### src/rtl/cpu_bus_arbiter_if.sv
// Bundles the CPU ibus/dbus ports and the shared downstream bus of cpu_bus_arbiter.
// The slave modport is the arbiter's view; master is the CPU/memory side.
interface cpu_bus_arbiter_if;
  logic        i_ibus_request;
  logic        o_ibus_ready;
  logic [31:0] i_ibus_address;
  logic [31:0] o_ibus_rdata;

  logic        i_dbus_rw;
  logic        i_dbus_request;
  logic        o_dbus_ready;
  logic [31:0] i_dbus_address;
  logic [31:0] i_dbus_wdata;
  logic [31:0] o_dbus_rdata;

  logic        o_bus_rw;
  logic        o_bus_request;
  logic        i_bus_ready;
  logic [31:0] o_bus_address;
  logic [31:0] i_bus_rdata;
  logic [31:0] o_bus_wdata;

  logic        o_fault;

  modport slave (
    input  i_ibus_request, i_ibus_address,
    input  i_dbus_rw, i_dbus_request, i_dbus_address, i_dbus_wdata,
    input  i_bus_ready, i_bus_rdata,
    output o_ibus_ready, o_ibus_rdata,
    output o_dbus_ready, o_dbus_rdata,
    output o_bus_rw, o_bus_request, o_bus_address, o_bus_wdata,
    output o_fault
  );

  modport master (
    output i_ibus_request, i_ibus_address,
    output i_dbus_rw, i_dbus_request, i_dbus_address, i_dbus_wdata,
    output i_bus_ready, i_bus_rdata,
    input  o_ibus_ready, o_ibus_rdata,
    input  o_dbus_ready, o_dbus_rdata,
    input  o_bus_rw, o_bus_request, o_bus_address, o_bus_wdata,
    input  o_fault
  );
endinterface

### src/rtl/cpu_bus_arbiter.sv
// Shares one downstream memory bus between the CPU instruction and data buses.
// Registered grant FSM with fixed-priority or round-robin tie-break and a stall watchdog.
module cpu_bus_arbiter #(
  parameter bit          DBUS_PRIORITY = 1'b1,
  parameter int unsigned TIMEOUT       = 0
) (
  input logic              i_clock,
  input logic              i_reset,
  cpu_bus_arbiter_if.slave bus
);

  localparam int unsigned CW = (TIMEOUT > 0) ? $clog2(TIMEOUT + 1) : 1;
  localparam logic [CW-1:0] TMAX  = CW'(TIMEOUT);
  localparam logic [CW-1:0] TLAST = CW'((TIMEOUT > 0) ? TIMEOUT - 1 : 0);

  typedef enum logic [2:0] {IDLE, GRANT_I, GRANT_D, RELEASE_I, RELEASE_D} state_t;

  state_t          r_state;
  state_t          w_next;
  logic            r_lastGrantD;
  logic [CW-1:0]   r_wdogCount;
  logic            r_fault;
  logic            w_granted;

  assign w_granted = (r_state == GRANT_I) || (r_state == GRANT_D);

  always_ff @(posedge i_clock or posedge i_reset) begin
    if (i_reset) r_state <= IDLE;
    else         r_state <= w_next;
  end

  always_comb begin
    w_next             = r_state;
    bus.o_bus_request  = 1'b0;
    bus.o_bus_rw       = 1'b0;
    bus.o_bus_address  = bus.i_ibus_address;
    bus.o_bus_wdata    = '0;
    bus.o_ibus_ready   = 1'b0;
    bus.o_dbus_ready   = 1'b0;
    case (r_state)
      IDLE: begin
        if (bus.i_ibus_request && bus.i_dbus_request) begin
          if (DBUS_PRIORITY || !r_lastGrantD) w_next = GRANT_D;
          else                                w_next = GRANT_I;
        end else if (bus.i_dbus_request) begin
          w_next = GRANT_D;
        end else if (bus.i_ibus_request) begin
          w_next = GRANT_I;
        end
      end
      GRANT_I: begin
        bus.o_bus_request = 1'b1;
        bus.o_ibus_ready  = bus.i_bus_ready;
        if (bus.i_bus_ready) w_next = RELEASE_I;
      end
      GRANT_D: begin
        bus.o_bus_request = 1'b1;
        bus.o_bus_rw      = bus.i_dbus_rw;
        bus.o_bus_address = bus.i_dbus_address;
        bus.o_bus_wdata   = bus.i_dbus_wdata;
        bus.o_dbus_ready  = bus.i_bus_ready;
        if (bus.i_bus_ready) w_next = RELEASE_D;
      end
      // Hold off until the served requester drops, so a stale request is not re-issued
      RELEASE_I: if (!bus.i_ibus_request) w_next = IDLE;
      RELEASE_D: if (!bus.i_dbus_request) w_next = IDLE;
      default:   w_next = IDLE;
    endcase
  end

  always_ff @(posedge i_clock or posedge i_reset) begin
    if (i_reset) begin
      r_lastGrantD <= 1'b0;
      r_wdogCount  <= '0;
      r_fault      <= 1'b0;
    end else begin
      if (w_granted && bus.i_bus_ready) r_lastGrantD <= (r_state == GRANT_D);
      if (r_state == IDLE && w_next != IDLE) begin
        r_wdogCount <= '0;
      end else if ((TIMEOUT > 0) && w_granted && !bus.i_bus_ready && (r_wdogCount != TMAX)) begin
        r_wdogCount <= r_wdogCount + CW'(1);
        if (r_wdogCount == TLAST) r_fault <= 1'b1;
      end
    end
  end

  assign bus.o_fault      = r_fault;
  assign bus.o_ibus_rdata = bus.i_bus_rdata;
  assign bus.o_dbus_rdata = bus.i_bus_rdata;

endmodule

### src/flat_wrapper.sv
// flat-port wrapper written by rule: the top's interface ports become plain ports
module cpu_bus_arbiter_flat 
#(
  parameter bit          DBUS_PRIORITY = 1'b1,
  parameter int unsigned TIMEOUT       = 0
)
  (i_clock, i_reset, bus_i_ibus_request, bus_i_ibus_address, bus_i_dbus_rw, bus_i_dbus_request, bus_i_dbus_address, bus_i_dbus_wdata, bus_i_bus_ready, bus_i_bus_rdata, bus_o_ibus_ready, bus_o_ibus_rdata, bus_o_dbus_ready, bus_o_dbus_rdata, bus_o_bus_rw, bus_o_bus_request, bus_o_bus_address, bus_o_bus_wdata, bus_o_fault);
  cpu_bus_arbiter_if bus_i ();
  input logic i_clock;
  input logic i_reset;
  input wire logic [$bits(bus_i.i_ibus_request)-1:0] bus_i_ibus_request;
  input wire logic [$bits(bus_i.i_ibus_address)-1:0] bus_i_ibus_address;
  input wire logic [$bits(bus_i.i_dbus_rw)-1:0] bus_i_dbus_rw;
  input wire logic [$bits(bus_i.i_dbus_request)-1:0] bus_i_dbus_request;
  input wire logic [$bits(bus_i.i_dbus_address)-1:0] bus_i_dbus_address;
  input wire logic [$bits(bus_i.i_dbus_wdata)-1:0] bus_i_dbus_wdata;
  input wire logic [$bits(bus_i.i_bus_ready)-1:0] bus_i_bus_ready;
  input wire logic [$bits(bus_i.i_bus_rdata)-1:0] bus_i_bus_rdata;
  output wire logic [$bits(bus_i.o_ibus_ready)-1:0] bus_o_ibus_ready;
  output wire logic [$bits(bus_i.o_ibus_rdata)-1:0] bus_o_ibus_rdata;
  output wire logic [$bits(bus_i.o_dbus_ready)-1:0] bus_o_dbus_ready;
  output wire logic [$bits(bus_i.o_dbus_rdata)-1:0] bus_o_dbus_rdata;
  output wire logic [$bits(bus_i.o_bus_rw)-1:0] bus_o_bus_rw;
  output wire logic [$bits(bus_i.o_bus_request)-1:0] bus_o_bus_request;
  output wire logic [$bits(bus_i.o_bus_address)-1:0] bus_o_bus_address;
  output wire logic [$bits(bus_i.o_bus_wdata)-1:0] bus_o_bus_wdata;
  output wire logic [$bits(bus_i.o_fault)-1:0] bus_o_fault;
  assign bus_i.i_ibus_request = bus_i_ibus_request;
  assign bus_i.i_ibus_address = bus_i_ibus_address;
  assign bus_i.i_dbus_rw = bus_i_dbus_rw;
  assign bus_i.i_dbus_request = bus_i_dbus_request;
  assign bus_i.i_dbus_address = bus_i_dbus_address;
  assign bus_i.i_dbus_wdata = bus_i_dbus_wdata;
  assign bus_i.i_bus_ready = bus_i_bus_ready;
  assign bus_i.i_bus_rdata = bus_i_bus_rdata;
  assign bus_o_ibus_ready = bus_i.o_ibus_ready;
  assign bus_o_ibus_rdata = bus_i.o_ibus_rdata;
  assign bus_o_dbus_ready = bus_i.o_dbus_ready;
  assign bus_o_dbus_rdata = bus_i.o_dbus_rdata;
  assign bus_o_bus_rw = bus_i.o_bus_rw;
  assign bus_o_bus_request = bus_i.o_bus_request;
  assign bus_o_bus_address = bus_i.o_bus_address;
  assign bus_o_bus_wdata = bus_i.o_bus_wdata;
  assign bus_o_fault = bus_i.o_fault;
  cpu_bus_arbiter #(.DBUS_PRIORITY(DBUS_PRIORITY), .TIMEOUT(TIMEOUT)) u_core (.i_clock(i_clock), .i_reset(i_reset), .bus(bus_i));
endmodule
### config.mk
export PLATFORM = sky130hd
export DESIGN_NAME = cpu_bus_arbiter_flat
export DESIGN_NICKNAME = d
export VERILOG_FILES = /design/src/rtl/cpu_bus_arbiter_if.sv /design/src/rtl/cpu_bus_arbiter.sv /design/src/flat_wrapper.sv
export SDC_FILE = /design/constraint.sdc
export NUM_CORES = 1
export LEC_CHECK = 0
export CORE_AREA = 2 2 103 105
export CTS_BUF_LIST = sky130_fd_sc_hd__clkbuf_8 sky130_fd_sc_hd__clkbuf_16
export DETAILED_ROUTE_END_ITERATION = 10
export DIE_AREA = 0 0 105 107
export PLACE_DENSITY = 0.67
export REMOVE_ABC_BUFFERS = 1
export SKIP_CTS_REPAIR_TIMING = 1
export SYNTH_ARGS = -nofsm -noshare
export SYNTH_HDL_FRONTEND = slang
export SYNTH_SLANG_ARGS = --single-unit
### constraint.sdc
create_clock -name i_clock -period 1.6 [get_ports i_clock]
set_clock_uncertainty 0.05 [all_clocks]
set_input_delay 0.16 -clock i_clock [delete_from_list [all_inputs] [get_ports i_clock]]
set_output_delay 0.16 -clock i_clock [all_outputs]
set_load 0.01 [all_outputs]
==> metrics.md <==
| Metric | Value |
|---|---|
| CP max FO | `10` |
| Port buffer count | `169` |
| Antenna Cells | `0` |
| DR pass1 iterations | `4` |
| FF+latch area | `75.1 sq um` |
| Worst setup margin | `-0.281 ns` |
| Reg clk slew, reported paths | `0.03 ns` |
| Post-Place Worst Slack | `-0.383 ns` |
| Initial antenna violation count | `0` |
| Worst skew pair latency | `0.22 ns` |
| Area of the multi-input gates | `777 sq um` |
| Synth Area in XOR/XNOR | `0.00661` |
| Status | `finished with violations` |
| Sequential area share after synthesis | `0.0567` |
| Crit path time final | `1.88 ns` |
| Max Slew Vio Count | `0` |
| Post-synthesis simple-gate area fraction | `0.201` |
| Peak supply drop | `0.000437 V` |
| Power after layout | `4.00 mW` |
| Clock Tree Buf Depth | `2` |
| Crit path launch type | `flip-flop` |
| Failing checks | `negative setup slack` |
| Fmax | `0.532 GHz` |
| Req. time, crit path | `1.39 ns` |
| Final setup violation count | `62` |
| Sink Count | `3` |
| Biggest regs | `u_core.r_state (3)` |
| CTS tree | `built` |
| Mux contribution to synthesized area | `0.289` |
| Crit path launch | `u_core.r_state[1]` |
| Post-DP HPWL | `7.86 mm` |
| DRC errors left | `0` |
| First-pass GRT wire length | `11.1 mm` |
| Wire per inst | `22.2 um` |
| Area growth syn-to-layout | `115%` |
| Vias per cell | `3.80` |
| Placed Instances | `402` |
| Post-route ant nets | `0` |
| HP Class | `in2async` |
| Share of cells above drive strength 1 | `0.417` |
| Initial DRC count | `17` |
| WL final | `9.21 mm` |
| Vias in the first global route | `1641` |
| Core Util, Final | `0.283` |
| Kind of critical path | `reg2out` |
| Nets | `413` |
| Non-filler cells, final | `414` |
| Htree depth | `1` |
| Compound-Gate Fraction of Synth Area | `0.0274` |
| #FFs+latches synth | `3` |
| R2r startpoint | `u_core.r_state[0]` |
| Global route overflow | `0` |
| Die width | `105 um` |
| Die H | `107 um` |
| Biggest register | `u_core.r_state` |
| Max reg flops | `3` |
| Routability cong. | `0.770` |
| Largest net degree at the start of global routing | `42` |
| Max-cap violations | `0` |
| Ports | `267` |
| Fin crit share | `1.18` |
| Die area | `11200 sq um` |
| Num CTS Buffers | `3` |
| CP endpoint kind | `primary output` |
| Netlist Area Pre-Place | `1330 sq um` |
| Fill cells | `1117` |
| Vias | `1572` |
| Yosys Warn Count | `1` |
| Synth Instances | `159` |
| Pwr/cell area | `1400 nW/um^2` |
| Starting Density | `0.131` |
| Lkg Pwr | `1.42 nW` |
| RSZ-0062 raised after global routing | `true` |
| All-Layer GR Usage | `0.141` |
| Syn avg cell area | `8.33 sq um` |
| CORE AREA | `10100 sq um` |
| Unique masters post-synth | `22` |
| Largest family of logic cells by synthesized area | `buffers and inverters` |
| CTS root buf | `clkbuf_8` |
| TNS Setup | `-8.87 ns` |
| Core Rows | `37` |
| Post-Synth Adder-Cell Area | `0` |
| WP data arrival | `1.67 ns` |
| Final Hold Fails | `0` |
[critical path: stages, from the launching register on]
cell and delay [ns]:
dfrtp_1 0.35, inv_2 0.06, nor3_4 0.20, buf_4 0.16, clkbuf_16 0.16, mux2_2 0.33, dlymetal6s2s_1 0.18
[cells in the final DEF, fill, tap and decap left out, types with 2 or more instances in the layout]
cell type,synthesis,final
buf_4,67,8
and2_1,34,28
buf_12,0,2
and2_4,0,6
clkdlybuf4s50_1,0,101
clkbuf_16,0,2
a21oi_1,3,3
buf_6,1,21
dfrtp_1,3,3
inv_1,1,2
nor2_1,2,2
mux2_2,26,13
mux2_4,6,19
nand2_1,2,2
dlymetal6s2s_1,0,14
clkbuf_8,0,3
clkbuf_2,3,23
buf_2,0,15
[cell usage after synthesis]
master | instances | share of area
buf_4 | 67 | 0.38
and2_1 | 34 | 0.16
mux2_2 | 26 | 0.22
mux2_4 | 6 | 0.068
a21oi_1 | 3 | 0.011
clkbuf_2 | 3 | 0.011
dfrtp_1 | 3 | 0.057
nand2_1 | 2 | 0.0057
nor2_1 | 2 | 0.0057
a311oi_1 | 1 | 0.0066
buf_6 | 1 | 0.0085
buf_8 | 1 | 0.011
conb_1 | 1 | 0.0028
inv_1 | 1 | 0.0028
inv_2 | 1 | 0.0028
nand3_1 | 1 | 0.0038
nand3b_1 | 1 | 0.0057
nor3_4 | 1 | 0.012
nor4bb_1 | 1 | 0.0076
o21a_1 | 1 | 0.0057
o21ai_0 | 1 | 0.0038
xnor2_1 | 1 | 0.0066
[path summary, 6_finish.rpt]
| path | end | slack, ns | cells after the start |
|---|---|---|---|
| max | bus_o_bus_address[18] | -0.28 | 6 |
| min | u_core.r_state[0] | 0.07 | 2 |
| max reg2reg | u_core.r_state[1] | 0.43 | 3 |
| min reg2reg | u_core.r_state[0] | 0.59 | 2 |
| max in group asynchronous | u_core.r_state[2] | 1.30 | 2 |
| min in group i_clock | bus_o_dbus_rdata[14] | 0.27 | 0 |
[metal layers]
layer	vias to the layer above	GRT usage	wire length [um]
met4	2	0.0610	370
met2	202	0.244	4330
met5	-	0.0571	72
li1	687	-	-
met3	16	0.176	2470
met1	665	0.0767	1960
[cell families after synthesis]
kind of cell / count (synthesis)
other cells: 1
mux: 32
simple gates: 42
flops: 3
buf+inv: 74
compound gates: 6
xor+xnor: 1
[area by class of cell]
class / count / share of cell area
tap: 136 / 0.0596
clock buffer: 3 / 0.0145
sequential: 3 / 0.0263
timing repair buffer: 187 / 0.623
multi-input combinational: 82 / 0.272
inverter: 2 / 0.00263
clock inverter: 1 / 0.00132
[metrics by stage]
| stage | area (sq um) | hold WS (ns) |
|---|---|---|
| detailed placement | 2730 | 0.270 |
| CTS | 2780 | 0.0764 |
| finish | 2850 | 0.0671 |
| global placement | 2730 | 0.270 |
| global route | 2850 | 0.0951 |
| floorplan | 781 | -0.136 |
[where the power goes]
part | total [mW] | internal, mW | switching (mW)
Combinational | 3.64 | 2.18 | 1.46
Clock | 0.223 | 0.164 | 0.0592
Sequential | 0.143 | 0.111 | 0.0318
No activity file was read; power rests on OpenSTA's default activity.
